## src/rtl/fetch_stage.sv

```systemverilog
// Instruction-fetch stage: owns the PC, captures the fetched word into the IF/ID register.
// Optional halt-on-self-loop support is compiled in when FETCH_HALT_EN is defined.
module fetch_stage #(
  parameter int                   PC_W       = 16,
  parameter int                   INSTR_W    = 16,
  parameter logic [PC_W-1:0]      RESET_PC   = '0,
  parameter logic [INSTR_W-1:0]   NOP_INSTR  = '0,
  parameter logic [INSTR_W-1:0]   HALT_INSTR = 16'hC03F
) (
  input  logic               clk,
  input  logic               rst,
  input  logic               stall,
  input  logic               branch_taken,
  input  logic [PC_W-1:0]    branch_target,
  input  logic [INSTR_W-1:0] instr_in,
  output logic [PC_W-1:0]    pc_out,
  output logic [INSTR_W-1:0] if_id_instr,
  output logic [PC_W-1:0]    if_id_pc1,
  output logic               if_id_valid,
  output logic               halted
);

  logic [PC_W-1:0]    pc, pc_next, pc_inc;
  logic [INSTR_W-1:0] instr_next;
  logic [PC_W-1:0]    pc1_next;
  logic               valid_next;
  logic               is_halted;
  logic               halt_hit;

  // Natural wrap at 2^PC_W: the adder simply drops the carry.
  assign pc_inc = pc + PC_W'(1);
  assign pc_out = pc;

`ifdef FETCH_HALT_EN
  typedef enum logic {RUN, HALT} state_t;
  state_t state, state_next;

  assign is_halted = (state == HALT);
  assign halt_hit  = (instr_in == HALT_INSTR);
  assign halted    = is_halted;
`else
  logic unused_halt_cfg;

  assign is_halted       = 1'b0;
  assign halt_hit        = 1'b0;
  assign halted          = 1'b0;
  assign unused_halt_cfg = ^HALT_INSTR;
`endif

  always_comb begin
    // NOTE: every output of this block gets a default first, so no path leaves
    // a value unassigned and no latch is inferred.
    pc_next    = pc;
    instr_next = if_id_instr;
    pc1_next   = if_id_pc1;
    valid_next = if_id_valid;
`ifdef FETCH_HALT_EN
    state_next = state;
`endif
    if (is_halted) begin
      // Frozen PC; a bubble goes to decode every cycle until reset.
      instr_next = NOP_INSTR;
      valid_next = 1'b0;
    end else if (branch_taken) begin
      pc_next    = branch_target;
      instr_next = NOP_INSTR;
      pc1_next   = '0;
      valid_next = 1'b0;
    end else if (!stall) begin
      instr_next = instr_in;
      pc1_next   = pc_inc;
      valid_next = 1'b1;
      if (halt_hit) begin
`ifdef FETCH_HALT_EN
        state_next = HALT;
`endif
      end else begin
        pc_next = pc_inc;
      end
    end
  end

  // NOTE: state registers use non-blocking assignments so every flop samples
  // the pre-edge values computed above, independent of statement order.
  always_ff @(posedge clk) begin
    if (rst) begin
      pc          <= RESET_PC;
      if_id_instr <= NOP_INSTR;
      if_id_pc1   <= '0;
      if_id_valid <= 1'b0;
`ifdef FETCH_HALT_EN
      state       <= RUN;
`endif
    end else begin
      pc          <= pc_next;
      if_id_instr <= instr_next;
      if_id_pc1   <= pc1_next;
      if_id_valid <= valid_next;
`ifdef FETCH_HALT_EN
      state       <= state_next;
`endif
    end
  end

endmodule

```

## config.mk

```make
export PLATFORM = sky130hd
export DESIGN_NAME = fetch_stage
export DESIGN_NICKNAME = d
export VERILOG_FILES = /design/src/rtl/fetch_stage.sv
export SDC_FILE = /design/constraint.sdc
export NUM_CORES = 1
export LEC_CHECK = 0
export ABC_AREA = 1
export ABC_CLOCK_PERIOD_IN_PS = 1200
export CAP_MARGIN = 20
export CORE_ASPECT_RATIO = 0.6
export CORE_MARGIN = 1.5
export CORE_UTILIZATION = 35
export DETAILED_ROUTE_END_ITERATION = 10
export MAX_ROUTING_LAYER = met4
export PLACE_DENSITY = 0.69
export SKIP_LAST_GASP = 1
export SYNTH_ARGS = -nofsm -noshare
export SYNTH_HDL_FRONTEND = slang
export SYNTH_SLANG_ARGS = --single-unit
```

## constraint.sdc

```tcl
create_clock -name clk -period 1.2 [get_ports clk]
set_input_delay 0.12 -clock clk [delete_from_list [all_inputs] [get_ports clk]]
set_output_delay 0.12 -clock clk [all_outputs]
set_load 0.05 [all_outputs]
```

==> out/results.md <==
| Quantity | This run | Unit |
|---|---|---|
| Run status | finished with violations | - |
| Violations in the final reports | negative setup slack | - |
| Min Hold Slack | 0.375 | ns |
| Main combinational cell family by area after synthesis | simple AND/OR/NAND/NOR gates | - |
| Switching power share of the total | 29.6 | % |
| Number of nets in the finished design | 453 | - |
| Portion of the post-synthesis area used by sequential elements | 45.4 | % |
| Total GRT Usage | 21.0 | % |
| Mean post-synth cell area | 6.92 | sq um |
| Final design area excluding fillers | 0.00398 | sq mm |
| Count of hold buffers inserted by post-cts repair | 0 | - |
| Die extent in x | 104 | microns |
| Die Footprint | 0.00666 | sq mm |
| Minimum setup slack among reg-to-reg paths | -0.007 | ns |
| Critical-path cell with the highest stage delay | dfxtp_4 | - |
| Number of instances in the placed design | 484 | - |
| Total congestion overflow | 0 | - |
| Total of max-cap violations | 0 | - |
| Final non-filler cell total | 497 | - |
| Number of distinct library cells after synthesis | 24 | - |
| Final period demand of the worst path | 1.21 | ns |
| Wire length per cell after detailed routing | 13.5 | microns |
| Number of cells on the critical path | 7 | - |
| Antenna Violating Nets Remaining | 0 | - |
| Multiplexer fraction of the synthesized cell area | 0 | % |
| Setup CP Type | register to register | - |
| Clock tree sinks | 49 | - |
| Area of the multi-input gates | 0.00111 | sq mm |
| Max Root-Sink Buffers | 2 | - |
| Count of endpoints failing hold in the final timing report | 0 | - |
| Number of DRC violations after detailed routing | 0 | - |
| Sequential cell fraction of total power | 48.3 | % |
| Largest net degree at the start of global routing | 19 | - |
| Area grow syn2layout | 84.5 | % |
| RePlAce Congestion | 0.833 | - |
| Max Fanout on Critical Path | 5 | - |
| Power share of the clock group | 25.4 | % |
| Std-Cell Core Area | 0.00575 | sq mm |
| Cell count of the worst reg-to-reg path | 7 | - |
| Crit-path max cell delay | 0.39 | ns |
| Kind of cell adding the most delay to the critical path | simple AND/OR/NAND/NOR gates | - |
| Net switching power | 1.08 | mW |
| Count of final setup violators | 3 | - |
| Initial antenna violation count | 0 | - |
| Power Dens Cells | 917 | mW/mm^2 |
| Combinational fraction of design power | 26.3 | % |
| Yosys warns | 0 | - |
| Critical register-to-register path startpoint | pc_out[12] | - |
| Pre-CTS worst setup slack | -0.207 | ns |
| Total power | 3.65 | mW |
| Crit path buffers/inverters | 1 | - |
| Max Fclk | 0.828 | GHz |
| Clock tree from TritonCTS | yes | - |
| Initial Utilization | 37.5 | % |
| Cell repeated most along the worst path | nand2_1 | - |
| Storage element area | 0.00103 | sq mm |
| Adder-Cell Fraction of Synth Area | 0.580 | % |
| Share of layout cells above drive strength 1 | 31.4 | % |
| Synth Area in Compound Gates | 11.0 | % |
| Total CTS buffers | 5 | - |
| Die Y | 63.8 | microns |
| Capturing element type of the critical path | register | - |
| Port buffer count | 84 | - |
| Total routed wirelength | 6.71 | mm |
| Vias after detailed routing | 2374 | - |
| Final worst slack | -0.00742 | ns |
| Max VDD drop | 610 | uV |
| Cell types with the largest area share after synthesis | dfxtp_1 45%, nand2_1 22%, nand3_1 7.2% | - |
| Synthesized Nets | 349 | - |
| Worst skew pair latency | 0.29 | ns |
| # fillers | 440 | - |
| Critical Path, Cell by Cell | nand2_1 > nor2_2 > nand2_1 > inv_1 > nand3_1 > nand3_1 > nand2_1 | - |
| RSZ-0062 raised after global routing | true | - |
| Antenna Diode Count | 0 | - |
| Number of rows in the core area | 21 | - |
| Synthesized-area fraction occupied by and/or/nand/nor cells | 35.0 | % |
| Synth top area share | 45.4 | % |
| Seq cells post-synth | 49 | - |
| Via/cell ratio | 4.78 | - |
| Detailed-router iteration count before antenna repair | 6 | - |
| Type of the tightest min-delay check | input pin to register | - |
| Synth Area in XOR/XNOR | 0 | % |
| Library cell with the largest summed area after synthesis | dfxtp_1 | - |
| Endpoint with the worst hold slack | if_id_instr[11] | - |
| Hold Crit Depth | 3 | - |
| Worst Hold Launch | instr_in[11] | - |
| Count of mapped cells out of synthesis | 312 | - |
| Share of the clock period used by the worst path | 101 | % |
| I/O pin count | 86 | - |
| Static leakage power | 1.72 | nW |
| Number of DRC markers after the initial detailed-route iteration | 125 | - |
| Placed wire-length estimate after detailed placement | 5.12 | mm |
| Number of global-route vias before repair | 2245 | - |
| Placed cell area | 0.00377 | sq mm |
| Worst endpoint required time | 1.39 | ns |
| Internal power contribution | 2.57 | mW |
| Kind of start point of the critical path | register | - |
| Arrival time at the worst endpoint | 1.39 | ns |
| Destination of the worst register-to-register timing path | if_id_pc1[15] | - |
| First-pass GRT wire length | 10.8 | mm |
| Clock root buffer master | clkbuf_8 | - |
| Level count of the clock H-tree | 2 | - |
| Clock transition at the registers of the reported paths | 0.09 | ns |
| Final max-slew violation count | 0 | - |
| Synth Cell Area | 0.00216 | sq mm |
| Final clock skew | 0.00465 | ns |
cell families (layout without fill, tap and decap cells):
| group | count (synthesis) | count (layout) |
|---|---|---|
| buffers and inverters | 38 | 143 |
| AND/OR/NAND/NOR | 178 | 178 |
| adder cells (fa/ha/maj) | 1 | 1 |
| flip-flops | 49 | 49 |
| other | 1 | 1 |
| AO/OA/AOI/OAI | 45 | 45 |
cells in the final DEF, fill, tap and decap left out, drive strengths merged, types with 3 or more instances in the layout:
cell / synthesis / final
a21oi: 19 / 19
buf: 9 / 76
dfxtp: 49 / 49
a22o: 3 / 3
inv: 22 / 22
nand3: 32 / 32
nand2: 127 / 127
clkbuf: 5 / 8
clkdlybuf4s50: 0 / 35
o21ai: 23 / 23
nor2: 16 / 16
synth_stat cells:
cell type	count
nand2_1	124
dfxtp_1	49
nand3_1	31
a21oi_1	19
inv_1	17
o21ai_0	16
nor2_1	9
o21ai_1	7
nor2_2	6
buf_4	5
clkbuf_1	5
buf_2	4
inv_2	4
a22o_1	3
clkinv_1	2
nand2_2	2
nand4_1	2
conb_1	1
ha_1	1
inv_4	1
nand2_4	1
nand3_2	1
nor2_4	1
or2_2	1
layout make-up:
cell class | instances | share of cell area [%]
multi-input cells | 225 | 28.0
flip-flops and latches | 49 | 25.9
inverters | 24 | 2.45
repair buffers | 111 | 39.1
well taps | 80 | 2.51
clock buffers | 8 | 2.01
metal layers:
layer / GRT usage, % / part of all wire (%) / vias up
met1: 29.9 / 49 / 1089
li1: - / - / 1200
met3: 3.98 / 6.0 / 8
met5: - / 0 / -
met2: 31.5 / 44 / 77
met4: 3.30 / 0.86 / 0
metrics by stage:
stage	setup TNS (ns)	util, %
final	-0.0177	69.2
after global routing	-0.520	69.2
after CTS	-0.00453	67.2
after detailed placement	-6.33	65.6
after global placement	-6.25	65.6
after floorplan	-0.0926	-
registers in the layout, summed over array words and instances (netlist names):
signal / count
if_id_pc1: 16
pc_out: 16
if_id_instr: 16
if_id_valid: 1
worst max path at each step:
stage | start | end | slack (ns)
finish | pc_out[12] | if_id_pc1[15] | -0.007
global route | pc_out[12] | if_id_pc1[15] | -0.09
CTS | pc_out[1] | pc_out[14] | -0.005
floorplan | pc_out[1] | if_id_pc1[10] | -0.02
global placement | stall | pc_out[3] | -0.20
detailed placement | stall | pc_out[6] | -0.21
power groups by stage:
stage	logic, mW	clock network [mW]	registers [mW]
floorplan	0.207	0	2.00
CTS	0.935	0.944	1.76
finish	0.961	0.927	1.76
detailed placement	0.930	0	1.80
global route	1.02	0.995	1.77
global placement	0.919	0	1.80
what timing repair did:
action | 4_1_cts | 5_1_grt
hold endpoints to repair | 0 | 0
setup buffers | 1 | 4
endpoints found under the setup margin | 3 | 22
pin swaps | 0 | 10
gates resized for setup | 1 | 23
worst register-to-register path, stage by stage, from the launching register on:
cell	delay, ns
dfxtp_4	0.39
nand2_1	0.08
nor2_2	0.22
nand2_1	0.13
inv_1	0.07
nand3_1	0.06
nand3_1	0.10
nand2_1	0.06
(Power assumes the default switching activity.)
